File: config.mk
export PLATFORM = sky130hd
export DESIGN_NAME = pe_filter_mac_flat
export DESIGN_NICKNAME = d
export VERILOG_FILES = /design/src/rtl/pe_filter_mac_pkg.sv /design/src/rtl/pe_filter_mac_if.sv /design/src/rtl/pe_filter_mac_dp.sv /design/src/rtl/pe_filter_mac.sv /design/src/flat_wrapper.sv
export SDC_FILE = /design/constraint.sdc
export NUM_CORES = 1
export LEC_CHECK = 0
export BUFFER_PORTS_ARGS = -buffer_cell sky130_fd_sc_hd__buf_4
export CAP_MARGIN = 20
export CORE_UTILIZATION = 45
export DETAILED_ROUTE_END_ITERATION = 10
export HOLD_SLACK_MARGIN = 0.05
export PLACE_DENSITY = 0.65
export SLEW_MARGIN = 20
export SYNTH_ARGS = -nofsm -noshare
export SYNTH_HDL_FRONTEND = slang
export SYNTH_SLANG_ARGS = --single-unit
File: constraint.sdc
create_clock -name clk -period 9.7 [get_ports clk]
set_clock_uncertainty 0.15 [all_clocks]
set_input_delay 1.94 -clock clk [delete_from_list [all_inputs] [get_ports clk]]
set_output_delay 1.94 -clock clk [all_outputs]
set_load 0.05 [all_outputs]
File: src/rtl/pe_filter_mac_pkg.sv
`default_nettype none
// ============================================================================
//  Module      : pe_pkg
//  Description : Shared types and constants for the processing-element
//                stages: FSM state encoding, default filter width and the
//                signed product-width helper.
//  Revision    : 1.0  initial release
// ============================================================================
package pe_pkg;

  // Top-level FSM of a filter MAC stage
  typedef enum logic [1:0] {
    LOAD_WT = 2'd0,
    MAC     = 2'd1,
    ADD     = 2'd2,
    OUT     = 2'd3
  } pe_state_e;

  localparam int c_FILTER_W_DEFAULT = 3;

  // An unsigned pixel widened by one sign bit times a signed weight
  // needs 2*DWIDTH+1 bits to hold every product exactly.
  function automatic int prod_width(input int dw);
    return 2 * dw + 1;
  endfunction

endpackage
`default_nettype wire

File: src/rtl/pe_filter_mac_if.sv
`default_nettype none
// ============================================================================
//  Module      : pe_filter_mac_if
//  Description : Handshake bundle of the filter MAC stage.
//                Channels: weight load (wt_*), pixel stream (pix_*),
//                neighbour partial sum in (psum_in_*), result out
//                (psum_out_*), plus the completed-window counter.
//                master = stimulus/upstream side, slave = MAC stage.
//  Revision    : 1.0  initial release
// ============================================================================
interface pe_filter_mac_if #(
  parameter int DWIDTH = 8,
  parameter int PWIDTH = 24
);
  logic              wt_valid;
  logic              wt_ready;
  logic [DWIDTH-1:0] wt_data;
  logic              wt_reload;
  logic              pix_valid;
  logic              pix_ready;
  logic [DWIDTH-1:0] pix_data;
  logic              psum_in_valid;
  logic              psum_in_ready;
  logic [PWIDTH-1:0] psum_in_data;
  logic              psum_out_valid;
  logic              psum_out_ready;
  logic [PWIDTH-1:0] psum_out_data;
  logic [15:0]       win_cnt;

  modport master (
    output wt_valid, wt_data, wt_reload, pix_valid, pix_data,
           psum_in_valid, psum_in_data, psum_out_ready,
    input  wt_ready, pix_ready, psum_in_ready, psum_out_valid,
           psum_out_data, win_cnt
  );

  modport slave (
    input  wt_valid, wt_data, wt_reload, pix_valid, pix_data,
           psum_in_valid, psum_in_data, psum_out_ready,
    output wt_ready, pix_ready, psum_in_ready, psum_out_valid,
           psum_out_data, win_cnt
  );
endinterface
`default_nettype wire

File: src/rtl/pe_filter_mac_dp.sv
`default_nettype none
// ============================================================================
//  Module      : pe_mac_dp
//  Description : Combinational multiply-add: acc_o = acc_i + sext(pix*wt).
//                Ports: pix_i (unsigned pixel), wt_i (signed weight),
//                acc_i (current accumulator), acc_o (next accumulator).
//                Sum wraps modulo 2^PWIDTH.
//  Revision    : 1.0  initial release
// ============================================================================
module pe_mac_dp
  import pe_pkg::*;
#(
  parameter int DWIDTH = 8,
  parameter int PWIDTH = 24
) (
  input  logic [DWIDTH-1:0] pix_i,
  input  logic [DWIDTH-1:0] wt_i,
  input  logic [PWIDTH-1:0] acc_i,
  output logic [PWIDTH-1:0] acc_o
);

  localparam int c_PW = prod_width(DWIDTH);

  logic signed [DWIDTH:0]   pix_s;
  logic signed [DWIDTH-1:0] wt_s;
  logic signed [c_PW-1:0]   prod;
  logic        [PWIDTH-1:0] prod_ext;

  // Zero-extend the pixel so it multiplies as a non-negative signed value
  assign pix_s = {1'b0, pix_i};
  assign wt_s  = wt_i;
  assign prod  = pix_s * wt_s;

  generate
    if (PWIDTH > c_PW) begin : g_sext
      assign prod_ext = {{(PWIDTH - c_PW){prod[c_PW-1]}}, prod};
    end else begin : g_trunc
      assign prod_ext = prod[PWIDTH-1:0];
    end
  endgenerate

  assign acc_o = acc_i + prod_ext;

endmodule
`default_nettype wire

File: src/rtl/pe_filter_mac.sv
`default_nettype none
// ============================================================================
//  Module      : pe_filter_mac
//  Description : Per-PE 3-tap filter multiply-accumulate stage. Loads a
//                filter row, consumes one window of pixels, optionally adds
//                the neighbour partial sum and emits one result per window.
//                Ports: clk, rst_n (async, active-low),
//                       bus (pe_filter_mac_if.slave): weight, pixel,
//                       psum-in and psum-out handshakes plus win_cnt.
//  Revision    : 1.0  initial release
// ============================================================================
module pe_filter_mac
  import pe_pkg::*;
#(
  parameter int DWIDTH   = 8,
  parameter int PWIDTH   = 24,
  parameter int FILTER_W = c_FILTER_W_DEFAULT,
  parameter int ACCUM_IN = 0
) (
  input  logic           clk,
  input  logic           rst_n,
  pe_filter_mac_if.slave bus
);

  localparam int                c_TW   = (FILTER_W > 1) ? $clog2(FILTER_W) : 1;
  localparam logic [c_TW-1:0]   c_LAST = c_TW'(FILTER_W - 1);

  pe_state_e         state_q, state_d;
  logic [c_TW-1:0]   tap_q, tap_d;
  logic [PWIDTH-1:0] acc_q, acc_d;
  logic [15:0]       win_cnt_q, win_cnt_d;
  logic [DWIDTH-1:0] wt_q [FILTER_W];
  logic [DWIDTH-1:0] wt_d [FILTER_W];
  logic [PWIDTH-1:0] acc_mac;

  pe_mac_dp #(
    .DWIDTH (DWIDTH),
    .PWIDTH (PWIDTH)
  ) u_dp (
    .pix_i (bus.pix_data),
    .wt_i  (wt_q[tap_q]),
    .acc_i (acc_q),
    .acc_o (acc_mac)
  );

  always_ff @(posedge clk or negedge rst_n) begin
    if (!rst_n) begin
      state_q   <= LOAD_WT;
      tap_q     <= '0;
      acc_q     <= '0;
      win_cnt_q <= '0;
      for (int i = 0; i < FILTER_W; i++) wt_q[i] <= '0;
    end else begin
      state_q   <= state_d;
      tap_q     <= tap_d;
      acc_q     <= acc_d;
      win_cnt_q <= win_cnt_d;
      for (int i = 0; i < FILTER_W; i++) wt_q[i] <= wt_d[i];
    end
  end

  always_comb begin
    state_d   = state_q;
    tap_d     = tap_q;
    acc_d     = acc_q;
    win_cnt_d = win_cnt_q;
    for (int i = 0; i < FILTER_W; i++) wt_d[i] = wt_q[i];
    bus.wt_ready       = 1'b0;
    bus.pix_ready      = 1'b0;
    bus.psum_in_ready  = 1'b0;
    bus.psum_out_valid = 1'b0;

    case (state_q)
      LOAD_WT: begin
        // Reset parks the FSM here; keep ready low while reset is held
        bus.wt_ready = rst_n;
        if (bus.wt_valid) begin
          wt_d[tap_q] = bus.wt_data;
          if (tap_q == c_LAST) begin
            tap_d   = '0;
            acc_d   = '0;
            state_d = MAC;
          end else begin
            tap_d = tap_q + c_TW'(1);
          end
        end
      end
      MAC: begin
        // A reload at a window boundary wins over a pending pixel
        if (tap_q == '0 && bus.wt_reload) begin
          state_d = LOAD_WT;
        end else begin
          bus.pix_ready = 1'b1;
          if (bus.pix_valid) begin
            acc_d = acc_mac;
            if (tap_q == c_LAST) begin
              tap_d   = '0;
              state_d = (ACCUM_IN != 0) ? ADD : OUT;
            end else begin
              tap_d = tap_q + c_TW'(1);
            end
          end
        end
      end
      ADD: begin
        bus.psum_in_ready = 1'b1;
        if (bus.psum_in_valid) begin
          acc_d   = acc_q + bus.psum_in_data;
          state_d = OUT;
        end
      end
      OUT: begin
        bus.psum_out_valid = 1'b1;
        if (bus.psum_out_ready) begin
          win_cnt_d = win_cnt_q + 16'd1;
          acc_d     = '0;
          state_d   = MAC;
        end
      end
      default: state_d = LOAD_WT;
    endcase
  end

  // acc is only non-zero outside OUT while a window is being built; the
  // consumer qualifies it with psum_out_valid.
  assign bus.psum_out_data = acc_q;
  assign bus.win_cnt       = win_cnt_q;

endmodule
`default_nettype wire
File: src/flat_wrapper.sv
// flat-port wrapper written by rule: the top's interface ports become plain ports
module pe_filter_mac_flat import pe_pkg::*;
#(
  parameter int DWIDTH   = 8,
  parameter int PWIDTH   = 24,
  parameter int FILTER_W = c_FILTER_W_DEFAULT,
  parameter int ACCUM_IN = 0
)
  (clk, rst_n, bus_wt_valid, bus_wt_data, bus_wt_reload, bus_pix_valid, bus_pix_data, bus_psum_in_valid, bus_psum_in_data, bus_psum_out_ready, bus_wt_ready, bus_pix_ready, bus_psum_in_ready, bus_psum_out_valid, bus_psum_out_data, bus_win_cnt);
  pe_filter_mac_if #(.DWIDTH(DWIDTH), .PWIDTH(PWIDTH)) bus_i ();
  input  logic clk;
  input  logic rst_n;
  input wire logic [$bits(bus_i.wt_valid)-1:0] bus_wt_valid;
  input wire logic [$bits(bus_i.wt_data)-1:0] bus_wt_data;
  input wire logic [$bits(bus_i.wt_reload)-1:0] bus_wt_reload;
  input wire logic [$bits(bus_i.pix_valid)-1:0] bus_pix_valid;
  input wire logic [$bits(bus_i.pix_data)-1:0] bus_pix_data;
  input wire logic [$bits(bus_i.psum_in_valid)-1:0] bus_psum_in_valid;
  input wire logic [$bits(bus_i.psum_in_data)-1:0] bus_psum_in_data;
  input wire logic [$bits(bus_i.psum_out_ready)-1:0] bus_psum_out_ready;
  output wire logic [$bits(bus_i.wt_ready)-1:0] bus_wt_ready;
  output wire logic [$bits(bus_i.pix_ready)-1:0] bus_pix_ready;
  output wire logic [$bits(bus_i.psum_in_ready)-1:0] bus_psum_in_ready;
  output wire logic [$bits(bus_i.psum_out_valid)-1:0] bus_psum_out_valid;
  output wire logic [$bits(bus_i.psum_out_data)-1:0] bus_psum_out_data;
  output wire logic [$bits(bus_i.win_cnt)-1:0] bus_win_cnt;
  assign bus_i.wt_valid = bus_wt_valid;
  assign bus_i.wt_data = bus_wt_data;
  assign bus_i.wt_reload = bus_wt_reload;
  assign bus_i.pix_valid = bus_pix_valid;
  assign bus_i.pix_data = bus_pix_data;
  assign bus_i.psum_in_valid = bus_psum_in_valid;
  assign bus_i.psum_in_data = bus_psum_in_data;
  assign bus_i.psum_out_ready = bus_psum_out_ready;
  assign bus_wt_ready = bus_i.wt_ready;
  assign bus_pix_ready = bus_i.pix_ready;
  assign bus_psum_in_ready = bus_i.psum_in_ready;
  assign bus_psum_out_valid = bus_i.psum_out_valid;
  assign bus_psum_out_data = bus_i.psum_out_data;
  assign bus_win_cnt = bus_i.win_cnt;
  pe_filter_mac #(.DWIDTH(DWIDTH), .PWIDTH(PWIDTH), .FILTER_W(FILTER_W), .ACCUM_IN(ACCUM_IN)) u_core (.clk(clk), .rst_n(rst_n), .bus(bus_i));
endmodule
==> results of run 1 <==
==> metal layers <==
layer,wire (µm),track usage,vias to the layer above
li1,-,-,2517
met1,6844,0.2827,2565
met2,7126,0.3455,109
met3,642,0.03933,26
met4,361,0.1034,0
met5,0,0,-
==> layout make-up <==
type	instances	share of cell area
Timing Repair Buffer	93	0.09154
Sequential cell	68	0.2231
Multi-Input combinational cell	524	0.5745
Clock inverter	7	0.01296
Inverter	79	0.03888
Clock buffer	9	0.02953
Tap cell	180	0.02953
==> worst max-delay path, cell delays in order <==
cell and delay (ps):
buf_4 130, or2_2 310, fa_1 510, fa_1 550
inv_1 60, fa_1 530, inv_1 60, fa_1 530
inv_1 40, ha_1 340, nor2b_1 150, o21a_1 190
o31a_1 260, a31oi_1 240, nor2b_1 190, xor2_1 190
o21ai_1 100, ha_1 340, a21o_1 190, a21o_1 170
a21o_1 180, a21o_1 170, a21oi_1 190, o21ai_1 130
o21ai_1 170, xnor2_1 80, a22o_1 200
==> kinds of logic (layout without fill, tap and decap cells) <==
logic type               count (synthesis)  in the layout  synth area share
AO/OA/AOI/OAI                          140            140            0.1475
XOR/XNOR                                43             43           0.05849
adder cells (fa/ha/maj)                110            110            0.2581
buffers and inverters                   93            188           0.05519
flip-flops                              68             68            0.2643
multiplexers                            40             40           0.06821
AND/OR/NAND/NOR                        191            191            0.1483
==> through the flow <==
stage                     worst slack, ps  utilization  instances
final                                1646       0.5474        960
after global routing                 1230       0.5474        960
after CTS                            1682       0.5474        960
after detailed placement             1320       0.5241        944
after global placement               1469       0.5241        944
after floorplan                      1861            -        685
==> worst max-delay path by stage <==
| stage | start | end | slack (ps) | cells after the start |
|---|---|---|---|---|
| 3_5_place_dp | bus_pix_data[0] | u_core.bus.psum_out_data[20] | 1320 | 27 |
| 6_report | bus_pix_data[0] | u_core.bus.psum_out_data[20] | 1650 | 27 |
| 5_1_grt | u_core.tap_q[0] | u_core.bus.psum_out_data[20] | 1230 | 29 |
| 3_3_place_gp | bus_pix_data[0] | u_core.bus.psum_out_data[20] | 1470 | 27 |
| 2_1_floorplan | bus_pix_data[0] | u_core.bus.psum_out_data[20] | 1860 | 26 |
| 4_1_cts | bus_pix_data[0] | u_core.bus.psum_out_data[22] | 1680 | 27 |
==> registers in the layout, indices dropped and copies added, names as in the netlist <==
signal                    flops
u_core.bus.psum_out_data     24
u_core.bus.win_cnt           16
u_core.state_q                2
u_core.tap_q                  2
u_core.wt_q                  24
==> Yosys cell counts, types with 4 or more instances <==
master,n
fa_1,38
a22o_1,17
or2_2,4
a211o_1,4
o21ai_1,16
nor3_1,9
ha_1,72
nand2b_1,4
nand3_1,11
xor2_1,18
clkbuf_1,10
nor2b_1,8
and2_1,44
inv_1,78
and3_1,4
xnor2_1,25
mux2i_1,9
nand2_1,71
dfrtp_1,68
nand4_1,5
a21oi_1,36
mux2_2,31
o21ai_0,17
a21o_1,12
nor2_1,19
o31ai_1,8
o21a_1,4
==> flow_metrics.tcl, run 1 <==
set metrics [dict create \
    cts_resized 0 \
    yosysSeqAreaShare 0.2643 \
    gp_congestion 0.9058 \
    root_buffer "clkbuf_16" \
    async_flop_share 1.000 \
    grt_usage 0.2163 \
    final-hold-violation-count 0 \
    chipHeight_um 121.6 \
    avgRoutedWirePerCell_um 15.60 \
    yosysWarningCount 0 \
    seq_area_um2 1702 \
    synth.area.top_cells "dfrtp_1 (26%), ha_1 (14%), fa_1 (12%), mux2_2 (5.4%), inv_1 (4.5%)" \
    clk_latency_ps 350 \
    start_kind "input port" \
    dr.first_iter.drc_count 210 \
    cts.sinks 68 \
    ys_types 60 \
    min-delay-start "u_core.bus.win_cnt[15]" \
    tightestPinTransition_ps 1036 \
    rsz0062_at_grt "false" \
    setup_violations 0 \
    numCtsBuffers 9 \
    finalNetCount 932 \
    fin_setup_tns_ps 0 \
    hold_slack_ps 322.1 \
    final_cell_mix "buf_4 (93), inv_1 (78), ha_1 (72), nand2_1 (71), dfrtp_1 (68)" \
    grt_pass1_wl_um 24740 \
    post-dp-hpwl_um 11710 \
    synth_ff_type "dfrtp_1" \
    slew_headroom 0.3020 \
    r2r-end "u_core.bus.psum_out_data[20]" \
    cts_tree "built" \
    wirelength_um 14980 \
    firstDrtPassIters 4 \
    die_area_um2 14790 \
    synth_area_per_cell_um2 9.400 \
    postSynthCellCount 685 \
    layout-drive-gt1-share 0.1962 \
    diodes 0 \
    drc 0 \
    synth_largest_area_cell "dfrtp_1" \
    crit_path_max_fanout 8 \
    antenna_left 0 \
    synth_seq_cells 68 \
    cts-htree-levels 3 \
    slew_viol_final 0 \
    r2r-start "u_core.tap_q[0]" \
    synth_nets 842 \
    outcome "finished clean" \
    synth_top_area_frac 0.2643 \
    vias_per_cell 5.434 \
    critical_path_class "input port to flop" \
    ctsHoldBuffers 0 \
    max_cap_violations 0 \
    clock.fmax_ghz 0.1242 \
    synth_edf_count 0 \
    min_to "u_core.bus.win_cnt[15]" \
    num_rows 43 \
    area_growth_pct 18.46 \
    clockBufferDepth 2 \
    syn_area_um2 6439 \
    path_clk_slew_ps 60 \
    start_util 0.4621 \
    antenna_found_initial 0 \
    grt_pass1_vias 5196 \
    end_kind "flop" \
    grt_remaining_overflow 0 \
    io_buffers 90 \
    die_x_um 121.6 \
    min_period_ps 8054 \
    reg2reg_slack_ps 1710 \
    min_period_over_period 0.8303 \
    holdPathStages 1 \
    stdcell_area_um2 7627 \
    nFillCells 1260 \
    place_area_um2 7303 \
    required_ps 9780 \
    cts_setup_buffers 0 \
    cp.arrival_ps 8130 \
    grt_start_max_net_pins 70 \
    rr_worst_depth 29 \
    ios 91 \
    multiInputGateArea_um2 4382 \
    via_count 5217 \
    placeableCoreArea_um2 13930 \
    final_common_cell "buf_4" \
    worstHoldPathType "flop to flop" \
]
Power of run 1 is not shown: default switching activity piles up to over one toggle a cycle in this logic, so the estimate is an artifact.
==> inputs of run 2 (changes only) <==
clock period = 7.7 ns   (was 9.7 ns; I/O delays follow)
==> run 2 against run 1 <==
  * Core utilization rose by 1.6 points
  * Worst setup slack got worse by 1400 ps
  * First-iteration DRC count rose by 28%
  * Die area did not move
  * Critical path type unchanged
  * Critical endpoint is now u_core.bus.psum_out_data[22]
==> flow_metrics.tcl, run 2 (synthesis gave the netlist of run 1 again) <==
set metrics [dict create \
    placeableCoreArea_um2 13930 \
    nFillCells 1247 \
    slew_viol_final 0 \
    diodes 0 \
    cts-htree-levels 3 \
    required_ps 7800 \
    die_x_um 121.6 \
    critical_path_class "input port to flop" \
    final-hold-violation-count 0 \
    cts_tree "built" \
    final_common_cell "buf_4" \
    num_rows 43 \
    fin_setup_tns_ps 0 \
    dp.cells 969 \
    chipHeight_um 121.6 \
    crit_buf_inv 4 \
    vias_per_cell 5.445 \
    antenna_found_initial 0 \
    ctsHoldBuffers 0 \
    finalNetCount 960 \
    grt_pass1_vias 5472 \
    path_clk_slew_ps 60 \
    end_kind "flop" \
    postLayoutCoreUtil 0.5630 \
    cts.sinks 68 \
    start_kind "input port" \
    numCtsBuffers 9 \
    ios 91 \
    clockBufferDepth 2 \
    firstDrtPassIters 5 \
    antenna_left 0 \
    critical_path.top_delay_family "adder cells" \
    grt_start_max_net_pins 70 \
    wirelength_um 15830 \
    grt_util_met1 0.3121 \
    via_count 5380 \
    slowest_stage "fa_1" \
    dr.first_iter.drc_count 269 \
    stdcell_count 988 \
    crit_path_max_fanout 2 \
    stdcell_area_um2 7845 \
    final_cell_mix "buf_4 (121), inv_1 (78), ha_1 (72), nand2_1 (71), dfrtp_1 (67)" \
    cpPeakStageDelay_ps 550 \
    grtUsageMet2 0.3643 \
    rsz0062_at_grt "true" \
    clock.fmax_ghz 0.1341 \
    min_period_over_period 0.9683 \
    slew_headroom 0.3884 \
    cp.arrival_ps 7550 \
    drc 0 \
    gp_congestion 0.9772 \
    globalRouteMet3Util 0.04073 \
    setup_violations 0 \
    clk_latency_ps 340 \
    post-dp-hpwl_um 12260 \
    layout-drive-gt1-share 0.2351 \
    die_area_um2 14790 \
    min_period_ps 7456 \
    root_buffer "clkbuf_16" \
    worstHoldPathType "flop to flop" \
    io_buffers 90 \
    grt_remaining_overflow 0 \
    grt_usage 0.2290 \
    tightestPinTransition_ps 917.4 \
    start_util 0.4621 \
    area_growth_pct 21.84 \
    outcome "finished clean" \
    avgRoutedWirePerCell_um 16.02 \
    grt.busiest_layer "met2" \
    grt_pass1_wl_um 26340 \
    max_cap_violations 0 \
    place_area_um2 7491 \
]
run 2: final timing paths:
check | startpoint | cells after the start | endpoint | slack [ps]
max in group asynchronous | rst_n | 1 | u_core.tap_q[0] | 5550
min in group asynchronous | rst_n | 1 | u_core.bus.psum_out_data[21] | 1160
worst max register to register | u_core.tap_q[0] | 30 | u_core.bus.psum_out_data[22] | 430
worst min register to register | u_core.bus.win_cnt[15] | 1 | u_core.bus.win_cnt[15] | 340
worst min-delay path | u_core.bus.win_cnt[15] | 1 | u_core.bus.win_cnt[15] | 340
worst max-delay path | bus_pix_data[0] | 27 | u_core.bus.psum_out_data[22] | 240
run 2: final cells by class:
| cell class | instances | area, µm² | area share |
|---|---|---|---|
| Tap cell | 180 | 225.2 | 0.02871 |
| Multi-Input combinational cell | 524 | 4412 | 0.5624 |
| Timing Repair Buffer | 121 | 908.4 | 0.1158 |
| Inverter | 79 | 296.5 | 0.03780 |
| Clock inverter | 7 | 75.07 | 0.009569 |
| Clock buffer | 9 | 225.2 | 0.02871 |
| Sequential cell | 68 | 1703 | 0.2171 |
run 2: layer usage:
| layer | up-vias | share of wire |
|---|---|---|
| met5 | - | 0 |
| met4 | 0 | 0.017 |
| met3 | 20 | 0.039 |
| met2 | 124 | 0.47 |
| met1 | 2648 | 0.47 |
| li1 | 2588 | - |
run 2: repair_timing:
| item | 4_1_cts | 5_1_grt |
|---|---|---|
| buffers inserted | 0 | 3 |
| setup endpoints to repair | 0 | 9 |
| gates resized for setup | 0 | 11 |
run 2: metrics by stage:
stage | hold WS, ps | setup slack (ps)
after global routing | 359.0 | -109.6
after floorplan | 329.2 | 261.0
after global placement | 314.2 | -19.24
after CTS | 345.6 | 141.1
after detailed placement | 327.3 | -103.5
final | 341.1 | 243.9
run 2: worst reg2reg max path, delay by kind of cell (launching register included):
kind	cells	cell delay, ps
fa+ha+maj	6	2720
compound gates	12	2200
simple gates	6	970
flops	1	510
buf+inv	4	360
xor+xnor	2	290
Power of run 2 is left out for the same reason.
==> inputs of run 3 (changes only) <==
ABC_AREA = 0   (was not set)
clock period = 9.29 ns   (was 7.7 ns; I/O delays follow)
==> run 3 against run 2 <==
  * Clock-buffer cell count is the same
  * Flip-flop and latch count is the same
  * Design area shrank 2.8%
  * Die area is the same
  * Critical endpoint is now u_core.bus.psum_out_data[20]
  * Highest routed layer unchanged
  * Sequential share of layout area grew 0.60 points
  * Core utilization shrank 1.6 points
  * Critical path depth grew 2
==> flow_metrics.tcl, run 3 (synthesis gave the netlist of run 1 again) <==
set metrics [dict create \
    io_buffers 90 \
    placeableCoreArea_um2 13930 \
    via_count 5246 \
    multiInputGateArea_um2 4382 \
    required_ps 9380 \
    nFillCells 1256 \
    start_kind "flop" \
    final_common_cell "buf_4" \
    clock.fmax_ghz 0.1257 \
    grt_pass1_vias 5237 \
    path_clk_slew_ps 70 \
    dr.first_iter.drc_count 271 \
    diodes 0 \
    cts_tree "built" \
    clockBufferDepth 2 \
    layout-drive-gt1-share 0.1962 \
    min_period_ps 7958 \
    drc 0 \
    outcome "finished clean" \
    fin_setup_tns_ps 0 \
    end_kind "flop" \
    cts-htree-levels 3 \
    seq_area_um2 1702 \
    area_growth_pct 18.46 \
    tightestPinTransition_ps 984.5 \
    final_cell_mix "buf_4 (93), inv_1 (78), ha_1 (72), nand2_1 (71), dfrtp_1 (68)" \
    slowest_stage "nor2b_1" \
    antenna_left 0 \
    chipHeight_um 121.6 \
    final-hold-violation-count 0 \
    cpPeakStageDelay_ps 750 \
    grt_remaining_overflow 0 \
    clk_latency_ps 350 \
    grt_usage 0.2170 \
    grt_start_max_net_pins 70 \
    slew_viol_final 0 \
    worstHoldPathType "flop to flop" \
    ios 91 \
    num_rows 43 \
    slew_headroom 0.3368 \
    critical_path_class "flop to flop" \
    firstDrtPassIters 4 \
    numCtsBuffers 9 \
    min_period_over_period 0.8566 \
    post-dp-hpwl_um 11600 \
    cts_resized 0 \
    setup_violations 0 \
    max_cap_violations 0 \
    ctsHoldBuffers 0 \
    start_util 0.4621 \
    avgRoutedWirePerCell_um 15.69 \
    antenna_found_initial 0 \
    vias_per_cell 5.465 \
    root_buffer "clkbuf_16" \
    grt_pass1_wl_um 24940 \
    rsz0062_at_grt "false" \
    die_area_um2 14790 \
    gp_congestion 0.9058 \
    crit_path_max_fanout 14 \
    cts.sinks 68 \
    cp.arrival_ps 8050 \
    postLayoutCoreUtil 0.5474 \
    die_x_um 121.6 \
    wirelength_um 15060 \
    cts_setup_buffers 0 \
    finalNetCount 932 \
]
[run 3: final timing paths]
check                                        from                           end  slack, ps  cells past startpoint
max                               u_core.tap_q[0]  u_core.bus.psum_out_data[20]       1330                     29
min                        u_core.bus.win_cnt[15]        u_core.bus.win_cnt[15]        320                      1
max reg2reg                       u_core.tap_q[0]  u_core.bus.psum_out_data[20]       1330                     29
min reg2reg                u_core.bus.win_cnt[15]        u_core.bus.win_cnt[15]        320                      1
max in group asynchronous                   rst_n               u_core.wt_q[12]       6900                      1
min in group asynchronous                   rst_n  u_core.bus.psum_out_data[19]       1470                      1
[run 3: worst max-delay path, delay by kind of cell, from the launching register on]
kind	cells	cell delay, ps
buffers and inverters	3	160
AND/OR/NAND/NOR	5	1370
XOR/XNOR	2	240
adder cells (fa/ha/maj)	6	2780
flip-flops	1	610
AO/OA/AOI/OAI	13	2550
[run 3: routing by layer]
metal | share of wire | track usage | up-vias | routed length, µm
met3 | 0.041 | 0.03090 | 27 | 615
li1 | - | - | 2518 | -
met4 | 0.029 | 0.1011 | 0 | 435
met5 | 0 | 0 | - | 0
met1 | 0.46 | 0.2881 | 2593 | 6972
met2 | 0.47 | 0.3491 | 108 | 7041
[run 3: area by class of cell]
type | count | share of cell area
clock buffers | 9 | 0.02953
clock inverters | 7 | 0.01296
inverters | 79 | 0.03888
multi-input cells | 524 | 0.5745
flip-flops and latches | 68 | 0.2231
well taps | 180 | 0.02953
repair buffers | 93 | 0.09154
[run 3: per-stage QoR]
step	cells	setup slack, ps	hold slack [ps]	area [µm²]
floorplan	685	1533	329.2	6439
global placement	944	1141	313.6	7303
detailed placement	944	1007	307.4	7303
CTS	960	1360	326.0	7627
global route	960	819.2	343.2	7627
finish	960	1332	322.2	7627
Power of run 3 is left out for the same reason.
